`src/rtl/ctrl_fsm_param.sv`:
```
// ctrl_fsm_param: parametrised fetch/decode/execute control FSM with ready-handshaked memory.
// Define CTRL_ILLEGAL_TRAP_EN to halt with a sticky illegal flag on bad register indices.
module ctrl_fsm_param #(
    parameter int OPW    = 6,
    parameter int NREG   = 3,
    parameter int ASEL_W = 4
) (
    input  logic              clk,
    input  logic              rst_n,
    input  logic [OPW-1:0]    ir,
    input  logic              mem_ready,
    output logic [ASEL_W-1:0] a_sel,
    output logic [2:0]        alu_op,
    output logic [NREG+3:0]   c_en,
    output logic              ld_ir,
    output logic              pc_inc,
    output logic              ac_inc,
    output logic [NREG-1:0]   r_inc,
    output logic              mem_rd,
    output logic              mem_wr,
    output logic              halted,
    output logic              illegal
);
    localparam int IW = OPW - 3;
    localparam int CW = NREG + 4;
    localparam logic [IW-1:0] NR = IW'(NREG);
`ifdef CTRL_ILLEGAL_TRAP_EN
    localparam logic TRAP = 1'b1;
`else
    localparam logic TRAP = 1'b0;
`endif

    typedef enum logic [3:0] {
        S_RST, S_F1, S_F2, S_DEC, S_MR1, S_MR2, S_LD3, S_ST3,
        S_ST4, S_ST5, S_MOV, S_ALU, S_INC, S_HALT
    } state_t;

    state_t            state_q, state_d, exec_st;
    logic [2:0]        op_q, op_d, ir_op;
    logic [IW-1:0]     idx_q, idx_d, ir_idx;
    logic              illegal_q, illegal_d, bad, halt_enc;
    logic [ASEL_W-1:0] a_sel_q, a_sel_d, reg_sel;
    logic [2:0]        alu_op_q, alu_op_d;
    logic [CW-1:0]     c_en_q, c_en_d, reg_en;
    logic              ac_inc_q, ac_inc_d, mem_rd_q, mem_rd_d, mem_wr_q, mem_wr_d;
    logic              halted_q, halted_d, f2_q, f2_d, mr2_q, mr2_d;
    logic [NREG-1:0]   r_inc_q, r_inc_d;

    assign ir_op    = ir[OPW-1:OPW-3];
    assign ir_idx   = ir[IW-1:0];
    assign halt_enc = ir_op == 3'b111 && &ir_idx;
    assign bad      = (ir_op >= 3'b011 && ir_op <= 3'b110 && ir_idx >= NR) || (ir_op == 3'b111 && ir_idx > NR);
    assign exec_st  = ir_op == 3'b000 ? S_F1  :
                      ir_op <= 3'b010 ? S_MR1 :
                      ir_op <= 3'b100 ? S_MOV :
                      ir_op <= 3'b110 ? S_ALU : S_INC;
    assign reg_sel  = ASEL_W'(4) + ASEL_W'(idx_d);
    assign reg_en   = CW'(16) << idx_d;

    always_comb begin
        state_d   = state_q;
        op_d      = op_q;
        idx_d     = idx_q;
        illegal_d = illegal_q;
        case (state_q)
            S_RST:   state_d = S_F1;
            S_F1:    state_d = S_F2;
            S_F2:    state_d = mem_ready ? S_DEC : S_F2;
            S_DEC: begin
                op_d      = ir_op;
                idx_d     = ir_idx;
                state_d   = halt_enc ? S_HALT : bad ? (TRAP ? S_HALT : S_F1) : exec_st;
                illegal_d = illegal_q | (bad & ~halt_enc & TRAP);
            end
            S_MR1:   state_d = S_MR2;
            S_MR2:   state_d = !mem_ready ? S_MR2 : op_q == 3'b001 ? S_LD3 : S_ST3;
            S_ST3:   state_d = S_ST4;
            S_ST4:   state_d = S_ST5;
            S_ST5:   state_d = mem_ready ? S_F1 : S_ST5;
            S_LD3, S_MOV, S_ALU, S_INC: state_d = S_F1;
            default: state_d = state_q;
        endcase
    end

    // Moore outputs are decoded from the next state so the registered copy lines up with the state.
    always_comb begin
        a_sel_d  = '0;
        alu_op_d = '0;
        c_en_d   = '0;
        ac_inc_d = 1'b0;
        r_inc_d  = '0;
        mem_rd_d = 1'b0;
        mem_wr_d = 1'b0;
        halted_d = 1'b0;
        f2_d     = 1'b0;
        mr2_d    = 1'b0;
        case (state_d)
            S_F1, S_MR1: begin
                a_sel_d = ASEL_W'(1);
                c_en_d  = CW'(2);
            end
            S_F2: begin
                mem_rd_d = 1'b1;
                f2_d     = 1'b1;
            end
            S_MR2: begin
                mem_rd_d = 1'b1;
                mr2_d    = 1'b1;
            end
            S_LD3: begin
                a_sel_d = ASEL_W'(3);
                c_en_d  = CW'(8);
            end
            S_ST3: begin
                a_sel_d = ASEL_W'(3);
                c_en_d  = CW'(2);
            end
            S_ST4: begin
                a_sel_d = ASEL_W'(2);
                c_en_d  = CW'(4);
            end
            S_ST5:   mem_wr_d = 1'b1;
            S_MOV: begin
                a_sel_d = op_d == 3'b011 ? ASEL_W'(2) : reg_sel;
                c_en_d  = op_d == 3'b011 ? reg_en : CW'(8);
            end
            S_ALU: begin
                a_sel_d  = reg_sel;
                alu_op_d = op_d == 3'b101 ? 3'd1 : 3'd2;
                c_en_d   = CW'(8);
            end
            S_INC: begin
                ac_inc_d = idx_d == NR;
                r_inc_d  = idx_d == NR ? '0 : NREG'(1) << idx_d;
            end
            S_HALT:  halted_d = 1'b1;
            default: ;
        endcase
    end

    always_ff @(posedge clk) begin
        if (!rst_n) begin
            state_q   <= S_RST;
            op_q      <= '0;
            idx_q     <= '0;
            illegal_q <= 1'b0;
            a_sel_q   <= '0;
            alu_op_q  <= '0;
            c_en_q    <= '0;
            ac_inc_q  <= 1'b0;
            r_inc_q   <= '0;
            mem_rd_q  <= 1'b0;
            mem_wr_q  <= 1'b0;
            halted_q  <= 1'b0;
            f2_q      <= 1'b0;
            mr2_q     <= 1'b0;
        end else begin
            state_q   <= state_d;
            op_q      <= op_d;
            idx_q     <= idx_d;
            illegal_q <= illegal_d;
            a_sel_q   <= a_sel_d;
            alu_op_q  <= alu_op_d;
            c_en_q    <= c_en_d;
            ac_inc_q  <= ac_inc_d;
            r_inc_q   <= r_inc_d;
            mem_rd_q  <= mem_rd_d;
            mem_wr_q  <= mem_wr_d;
            halted_q  <= halted_d;
            f2_q      <= f2_d;
            mr2_q     <= mr2_d;
        end
    end

    // Ready-qualified strobes cannot be registered: they follow mem_ready in the same cycle.
    assign ld_ir   = f2_q & mem_ready;
    assign pc_inc  = (f2_q | mr2_q) & mem_ready;
    assign c_en    = c_en_q | (mr2_q && mem_ready ? CW'(4) : '0);
    assign a_sel   = a_sel_q;
    assign alu_op  = alu_op_q;
    assign ac_inc  = ac_inc_q;
    assign r_inc   = r_inc_q;
    assign mem_rd  = mem_rd_q;
    assign mem_wr  = mem_wr_q;
    assign halted  = halted_q;
    assign illegal = illegal_q;
endmodule
```
`config.mk`:
```
export PLATFORM = sky130hd
export DESIGN_NAME = ctrl_fsm_param
export DESIGN_NICKNAME = d
export VERILOG_FILES = /design/src/rtl/ctrl_fsm_param.sv
export SDC_FILE = /design/constraint.sdc
export NUM_CORES = 1
export LEC_CHECK = 0
export BUFFER_PORTS_ARGS = -buffer_cell sky130_fd_sc_hd__buf_4
export CORE_ASPECT_RATIO = 0.8
export CORE_MARGIN = 2
export CORE_UTILIZATION = 50
export DETAILED_ROUTE_END_ITERATION = 8
export GPL_TIMING_DRIVEN = 1
export PLACE_DENSITY = 0.75
export SLEW_MARGIN = 20
export SYNTH_ARGS = -nofsm -noshare
export SYNTH_HDL_FRONTEND = slang
export SYNTH_SLANG_ARGS = --single-unit
```
`constraint.sdc`:
```
create_clock -name clk -period 2.2 [get_ports clk]
set_input_delay 0.11 -clock clk [delete_from_list [all_inputs] [get_ports clk]]
set_output_delay 0.11 -clock clk [all_outputs]
set_load 0.02 [all_outputs]
```
==> results.yml <==
synth:
  synth_cell_types: 43
  syn-cell-area_mm2: 0.001501
  ys_ff_latch: 31
  synth_top_flop_cell: "dfxtp_1"
  yosys_warnings: 0
  seq_area_frac_synth_pct: 41.33
  synthArstFlopShare_pct: 0
  synth_edf_count: 0
  syn-instance-count: 173
  avgSynthCellArea_um2: 8.679
worst_hold_path:
  min-delay-start: "ir[2]"
  hp-class: "in -> reg"
  min_to: "idx_q[2]"
  holdPathStages: 3
clocking:
  cts_hold_buf: 0
  cts_tree: "done"
  numCtsBuffers: 5
  clockBufferDepth: 2
  root_buffer: "clkbuf_8"
  cts.sinks: 31
  post_cts_buffers: 0
  htreeDepth: 2
  cts.clk_slew.worst_paths_ps: 60
  clk_latency_ps: 280
  cts.repair.resized: 0
floorplan:
  fp-row-count: 17
  ioPinCount: 33
  dieArea_mm2: 0.003460
  initial_core_util_pct: 53.48
  core_mm2: 0.002808
  die_x_um: 65.27
  fp.dieH_um: 53.02
timing:
  setup_viol: 0
  final.setup.tns_ps: 0
  hold_ws_ps: 119.2
  fmax_mhz: 494.2
  rsz0062_at_grt: "no"
  relSlewSlack_pct: 60.83
  hold_violations: 0
  worst_pin_slew_ps: 582.6
  clock_skew_ps: 1.970
  period_minus_slack_ps: 2024
  slew_viol_final: 0
  setup_ws_ps: 176.3
  finalCritPeriodShare_pct: 91.98
global_route:
  grt_use_total_pct: 19.45
  grt_pass1_vias: 1100
  grt_max_degree: 18
  grt_first_pass_wirelength_mm: 4.954
  antenna_found_initial: 0
  grt_overflow_total: 0
power_and_ir_drop:
  total_power_w: 0.001387
  clkPwrFrac_pct: 35.5
  combPwrFrac_pct: 20.0
  p_seq_share_pct: 44.5
  intPower_w: 0.0009853
  switching_share_pct: 28.97
  switching_power_w: 0.0004019
  ir_worst_vdd_uv: 477.2
  powerDensity_mw_per_mm2: 770.9
  power.leakage_nw: 0.7426
setup_path:
  cp_max_fo: 16
  startpoint_type: "flop"
  r2r_end: "ac_inc"
  crit_type: "reg -> reg"
  r2r_cells: 6
  r2r_start: "state_q[3]"
  reg2reg_slack_ps: 180
  arrival_ps: 2240
  crit_required_ps: 2410
  end_kind: "flop"
placed_design:
  detailedPlace.worstSlack_ps: 202.6
  dp.cells: 230
  dp_hpwl_mm: 2.259
  gp_congestion: 0.8483
  portBuffers: 29
outcome:
  status: "finished, final reports clean"
drt:
  vias: 1302
  drt_wl_total_mm: 3.058
  drt_iter0_markers: 68
  drc: 0
  routedWlPerCell_um: 12.85
  routed_via_density: 5.471
  antenna_left: 0
  dr.pass1.iters: 4
final_layout:
  diodes: 0
  area.growth.synth_to_final_pct: 19.83
  drive_gt1_share_pct: 24.00
  fin_nets: 208
  stdcell_count: 238
  n_fill_cell: 240
run:
  maxCapViolations: 0
## final cells by class
class / count / area [um2] / area share, %
clock buffer: 7 / 96.34 / 5.355
clock inverter: 1 / 7.507 / 0.4172
inverter: 5 / 18.77 / 1.043
multi-input combinational: 125 / 775.7 / 43.12
sequential: 31 / 620.6 / 34.49
tap: 38 / 47.55 / 2.643
timing repair buffer: 31 / 232.7 / 12.93
## cells by family (layout without fill, tap and decap cells)
kind of cell	after synthesis	in the layout	share of synthesized area, %
and+or+nand+nor	78	78	29.83
AOI/OAI and AO/OA	41	41	19.42
DFF	31	31	41.33
buffers and inverters	20	44	7.750
muxes	2	2	1.417
other	1	4	0.2498
## metrics by stage
step | utilization (%) | area (um2)
3_5_place_dp | 60.38 | 1695
5_1_grt | 64.08 | 1799
2_1_floorplan | - | 1513
4_1_cts | 64.08 | 1799
3_3_place_gp | 60.38 | 1695
6_report | 64.08 | 1799
## per-layer routing
metal | vias to the layer above | routed length [um] | track usage [%]
met5 | - | 0 | 0
li1 | 649 | - | -
met2 | 61 | 1270 | 29.42
met4 | 0 | 41 | 9.028
met1 | 587 | 1510 | 25.20
met3 | 5 | 235 | 6.383
## state kept, by name, summed over array words and instances (netlist names)
name and flops:
alu_op 2, idx_q 3, f2_q 1, op_q 3, halted 1, ac_inc 1
a_sel 4, mem_wr 1, state_q 4, mr2_q 1, r_inc 3, mem_rd 1
c_en_q 6
## cell usage after synthesis (all sizes together) (4+ instances only)
| cell type | instances | area share [%] |
|---|---|---|
| a211oi | 4 | 2.0 |
| a21boi | 7 | 3.5 |
| a21oi | 7 | 2.6 |
| a31oi | 5 | 2.1 |
| buf | 13 | 6.0 |
| dfxtp | 31 | 41 |
| inv | 5 | 1.3 |
| nand2 | 21 | 5.4 |
| nand2b | 7 | 2.9 |
| nand3 | 8 | 2.7 |
| nor2 | 10 | 2.5 |
| nor2b | 9 | 3.7 |
| nor3 | 6 | 3.1 |
| o21ai | 7 | 2.3 |
| o31ai | 4 | 2.0 |
## how the worst max path moves through the flow
stage	to	cells after the start	slack, ps	from
after floorplan	a_sel[1]	6	400	state_q[0]
after global placement	ac_inc	6	300	state_q[3]
after detailed placement	ac_inc	6	200	state_q[3]
after CTS	ac_inc	6	180	state_q[3]
after global routing	ac_inc	5	40	state_q[3]
final	ac_inc	6	180	state_q[3]
## power groups by stage
stage	Sequential [W]	Clock [W]	Combinational [W]
after floorplan	0.000623	0	0.000209
after global placement	0.000626	0	0.000271
after detailed placement	0.000628	0	0.000274
after CTS	0.000616	0.000500	0.000276
after global routing	0.000622	0.000528	0.000304
final	0.000617	0.000493	0.000277
## critical path: stages, from the launching register on
cell and delay, ps:
dfxtp_1 500, and4bb_4 350, o211a_4 190, nor3_4 250
nand2b_1 140, or3_4 380, nor3_2 140
## cell usage in the layout (no fill, tap or decap), drive strengths merged, types with 4 or more instances in the layout
cell type / Yosys / routed
nor2b: 9 / 9
nor3: 6 / 6
o31ai: 4 / 4
inv: 5 / 5
a31oi: 5 / 5
clkbuf: 2 / 7
nor2: 10 / 10
a21boi: 7 / 7
nand2b: 7 / 7
nand2: 21 / 21
nand3: 8 / 8
o21ai: 7 / 7
buf: 13 / 31
dfxtp: 31 / 31
a21oi: 7 / 7
a211oi: 4 / 4
conb: 1 / 4
Power figures use the tool's default switching activity.
